===== config.mk =====
export PLATFORM = sky130hd
export DESIGN_NAME = i2c_reg_ctrl
export DESIGN_NICKNAME = d
export VERILOG_FILES = /design/src/rtl/i2c_reg_ctrl.sv
export SDC_FILE = /design/constraint.sdc
export NUM_CORES = 1
export LEC_CHECK = 0
export BUFFER_PORTS_ARGS = -buffer_cell sky130_fd_sc_hd__buf_2
export CAP_MARGIN = 25
export CORE_MARGIN = 4
export CORE_UTILIZATION = 45
export DETAILED_ROUTE_END_ITERATION = 8
export SYNTH_ARGS = -nofsm -noshare
export SYNTH_HDL_FRONTEND = slang
export SYNTH_SLANG_ARGS = --single-unit

===== constraint.sdc =====
create_clock -name clock -period 6.35 [get_ports clock]
set_clock_uncertainty 0.2 [all_clocks]
set_input_delay 0.9525 -clock clock [delete_from_list [all_inputs] [get_ports clock]]
set_output_delay 0.9525 -clock clock [all_outputs]
set_load 0.05 [all_outputs]

===== src/rtl/i2c_reg_ctrl.sv =====
// Register bank behind the I2C slave byte interface: pointer byte then auto-increment
// writes, auto-increment reads, plus a local host port sharing the bank write port.
module i2c_reg_ctrl #(
   parameter int          ADDR_W    = 4,
   parameter logic [7:0]  RESET_VAL = 8'h00
) (
   input  logic              clock,
   input  logic              reset_n,
   input  logic              i2c_start,
   input  logic              i2c_rw,
   input  logic              i2c_stop,
   input  logic              rx_valid,
   input  logic [7:0]        rx_data,
   input  logic              tx_req,
   output logic              tx_valid,
   output logic [7:0]        tx_data,
   input  logic              host_req,
   input  logic              host_we,
   input  logic [ADDR_W-1:0] host_addr,
   input  logic [7:0]        host_wdata,
   output logic              host_ack,
   output logic [7:0]        host_rdata,
   output logic              wr_pulse,
   output logic [ADDR_W-1:0] wr_addr,
   output logic              busy,
   output logic              proto_err
);
   // state      | meaning
   // IDLE       | no transaction addressed to us
   // GET_PTR    | write transaction, next byte is the register pointer
   // WRITE_DATA | write transaction, bytes go to bank[ptr], ptr auto-increments
   // READ_DATA  | read transaction, tx_req streams bank[ptr], ptr auto-increments
   localparam int DEPTH = 1 << ADDR_W;

   typedef enum logic [1:0] {IDLE, GET_PTR, WRITE_DATA, READ_DATA} state_t;

   state_t            state, state_nxt;
   logic [ADDR_W-1:0] ptr, ptr_nxt;
   logic [7:0]        bank [DEPTH];
   logic              i2c_wr, tx_ok, tx_err, rx_err, host_gnt, host_wr;

   always_comb begin
      state_nxt = state;
      ptr_nxt   = ptr;
      i2c_wr    = 1'b0;
      tx_ok     = 1'b0;
      tx_err    = 1'b0;
      rx_err    = 1'b0;
      // a byte arriving with a new start belongs to neither transaction
      if (rx_valid) begin
         if (i2c_start) begin
            rx_err = 1'b1;
         end else begin
            case (state)
               GET_PTR: begin
                  ptr_nxt   = rx_data[ADDR_W-1:0];
                  state_nxt = WRITE_DATA;
               end
               WRITE_DATA: begin
                  i2c_wr  = 1'b1;
                  ptr_nxt = ptr + ADDR_W'(1);
               end
               default: rx_err = 1'b1;
            endcase
         end
      end
      if (tx_req) begin
         if (state == READ_DATA) begin
            tx_ok   = 1'b1;
            ptr_nxt = ptr + ADDR_W'(1);
         end else begin
            tx_err = 1'b1;
         end
      end
      if (i2c_stop)  state_nxt = IDLE;
      if (i2c_start) state_nxt = i2c_rw ? READ_DATA : GET_PTR;
   end

   // host_ack blocks the grant so a request still held during the ack cycle is not re-served
   assign host_gnt = host_req & ~host_ack & (~host_we | ~i2c_wr);
   assign host_wr  = host_gnt & host_we;

   always_ff @(posedge clock) begin
      if (!reset_n) begin
         state      <= IDLE;
         ptr        <= '0;
         busy       <= 1'b0;
         tx_valid   <= 1'b0;
         tx_data    <= 8'h00;
         proto_err  <= 1'b0;
         wr_pulse   <= 1'b0;
         wr_addr    <= '0;
         host_ack   <= 1'b0;
         host_rdata <= 8'h00;
         for (int i = 0; i < DEPTH; i++) bank[i] <= RESET_VAL;
      end else begin
         state     <= state_nxt;
         ptr       <= ptr_nxt;
         busy      <= (state_nxt != IDLE);
         tx_valid  <= tx_ok | tx_err;
         proto_err <= rx_err | tx_err;
         wr_pulse  <= i2c_wr;
         host_ack  <= host_gnt;
         if (tx_ok)       tx_data <= bank[ptr];
         else if (tx_err) tx_data <= 8'hFF;
         if (i2c_wr) begin
            bank[ptr] <= rx_data;
            wr_addr   <= ptr;
         end else if (host_wr) begin
            bank[host_addr] <= host_wdata;
         end
         if (host_gnt && !host_we) host_rdata <= bank[host_addr];
      end
   end
endmodule


==> impl_metrics.env <==
export IMPL_status="complete, no violations"
export IMPL_cp_arrival_ps=4100
export IMPL_dpl_cell_count=917
export IMPL_synthArstFlopShare_pct=0
export IMPL_pwr_share_comb_pct=9.9
export IMPL_instances_no_fill=950
export IMPL_gp_congestion=1.00
export IMPL_fin_util_pct=51.6
export IMPL_post_cts_resized=0
export IMPL_rsz0062_at_grt="no"
export IMPL_drtAntennaViolNets=0
export IMPL_max_freq_ghz=0.238
export IMPL_ys_ff_latch=159
export IMPL_layout_nets=742
export IMPL_path_class="input port to flop"
export IMPL_sw_frac_of_total_pct=24.8
export IMPL_antenna_found_initial=0
export IMPL_drt_iter0_markers=814
export IMPL_finalSetupViolations=0
export IMPL_avgSynthCellArea_um2=12.3
export IMPL_worst_path_max_delay_cell="o21bai_1"
export IMPL_synthFlopType="edfxtp_1"
export IMPL_yosysWarnings=0
export IMPL_period_needed_ps=4200
export IMPL_yosys_top_cells_count="144 x nor2_1, 128 x edfxtp_1, 57 x mux2i_1"
export IMPL_hold_viol=0
export IMPL_grt_pass1_wl_um=38400
export IMPL_post_cts_hold_buffer_count=0
export IMPL_cts_tree="yes"
export IMPL_antenna_cells=0
export IMPL_slew_headroom_pct=37.5
export IMPL_start_util_pct=45.8
export IMPL_synth_cell_type_count=51
export IMPL_cts_buffers_inserted=17
export IMPL_crit_path_cell_trace="buf_2 > nand4b_1 > o21bai_1 > a32oi_1 > nand2_1"
export IMPL_synth_top_area_cell="edfxtp_1"
export IMPL_critPathLaunchType="input port"
export IMPL_drv_cap=0
export IMPL_synth_most_common_cell="nor2_1"
export IMPL_clock_path_buffers=2
export IMPL_grt_start_max_net_pins=37
export IMPL_die_y_um=143
export IMPL_pwr_share_seq_pct=47.9
export IMPL_required_ps=6250
export IMPL_clk_latency_ps=440
export IMPL_drc=0
export IMPL_finalCritPeriodShare_pct=66.1
export IMPL_drive_gt1_share_pct=22.5
export IMPL_clkSinkCount=159
export IMPL_cp_end_kind="flop"
export IMPL_grt_use_total_pct=26.7
export IMPL_syn_inst=670
export IMPL_first_global_vias=5703
export IMPL_cts_root_buf="clkbuf_16"
export IMPL_die_w_um=143
export IMPL_synth_enable_flop_cells=128
export IMPL_num_vias=5998
export IMPL_syn_to_final_growth_pct=12.6
export IMPL_syn_nets=704
export IMPL_place_hpwl_um=19700
export IMPL_yosysTopAreaCellShare_pct=46.7
export IMPL_ir_drop_mv=0.221
export IMPL_core_area_um2=18000
export IMPL_power_switching_w=0.000628
export IMPL_rows=49
export IMPL_p_clk_share_pct=42.1
export IMPL_cts_max_level=4
export IMPL_detail_route_vias_per_cell=6.31
export IMPL_portBuffers=53
export IMPL_final_setup_tns_ps=0
export IMPL_wl_per_cell_um=28.2
export IMPL_max_stage_delay_ps=960
export IMPL_ios=54
export IMPL_slew_violations=0
export IMPL_p_int_w=0.00191
export IMPL_die_area_um2=20500
export IMPL_p_total_w=0.00253
export IMPL_finalInstanceArea_um2=9270
export IMPL_placed_area_um2=8640
export IMPL_clk_pin_slew_worst_paths_ps=60
export IMPL_firstDrtPassIters=8
export IMPL_wl_um=26800
export IMPL_overflow=0
export IMPL_p_leak_nw=3.28
export IMPL_syn_area_um2=8230
export IMPL_postCtsSetupBuffers=0
export IMPL_worstMarginPinSlew_ps=935
export IMPL_critPathMaxFanout=34
export IMPL_synth_area_leaders="edfxtp_1 47%, mux4_2 11%, dfxtp_1 7.5%"
export IMPL_hp_class="flop to flop"
export IMPL_ys_seq_area_share_pct=54.2
export IMPL_power_density_nw_per_um2=273
-- metrics by stage --
stage                     hold WS (ps)  setup slack (ps)
after floorplan                    438              3570
after global placement             271              1940
after detailed placement           292              1830
after CTS                          304              2250
after global routing               316              1970
final                              303              2150
-- kinds of logic after synthesis --
family | count (synthesis) | synth area share [%]
AOI/OAI and AO/OA | 99 | 8.91
and+or+nand+nor | 235 | 12.7
muxes | 109 | 19.8
DFF | 159 | 54.2
adders and majority gates | 5 | 0.760
buffers and inverters | 61 | 3.37
xor gates and xnor gates | 2 | 0.213
-- layer usage --
metal / share of wire [%] / track usage [%] / vias to the layer above
met5: 0 / 0 / -
li1: - / - / 2593
met3: 12 / 9.48 / 51
met1: 40 / 35.7 / 2954
met2: 46 / 41.0 / 400
met4: 2.9 / 8.77 / 0
-- critical path: cells and delay by family --
family / cells / cell delay, ps
buf+inv: 1 / 600
simple gates: 2 / 1090
compound gates: 2 / 1430
-- power by group through the flow --
| stage | registers (W) | clock network, W | logic, W |
|---|---|---|---|
| after detailed placement | 0.00123 | 0 | 0.000246 |
| after global placement | 0.00123 | 0 | 0.000243 |
| final | 0.00121 | 0.00107 | 0.000252 |
| after floorplan | 0.00123 | 0 | 0.000141 |
| after global routing | 0.00122 | 0.00111 | 0.000266 |
| after CTS | 0.00121 | 0.00107 | 0.000247 |
-- cell type report --
cell class,count,area (um2)
timing repair buffer,65,368
clock buffer,20,437
fill,1531,8690
clock inverter,12,168
sequential,159,4470
inverter,15,56.3
multi-input combinational,450,3490
tap,229,287
-- final timing paths --
path                   start  cells past startpoint  slack, ps           to
hold reg to reg   wr_addr[3]                      2        300   wr_addr[3]
setup / recovery     reset_n                      5       2150  bank[12][7]
hold / removal    wr_addr[3]                      2        300   wr_addr[3]
setup reg to reg    state[0]                      6       2700  bank[12][7]
-- layout by cell type (no fill, tap or decap), drive strengths merged, types with 10 or more instances in the layout --
master  netlist  routed
nor2        145     145
edfxtp      128     128
buf          30      65
mux2i        57      57
mux4         42      42
nand2        33      33
dfxtp        31      31
o21ai        29      29
clkbuf       16      20
a21oi        17      17
inv          14      14
a31oi        14      14
nand2b       11      11
nand3        10      10
mux2         10      10
-- flip-flops by register name (all words and copies together) (netlist names) --
name	flops
host_ack	1
tx_data	8
host_rdata	8
tx_valid	1
proto_err	1
wr_pulse	1
state	2
ptr	4
busy	1
bank	128
wr_addr	4
Power figures use the tool's default switching activity.
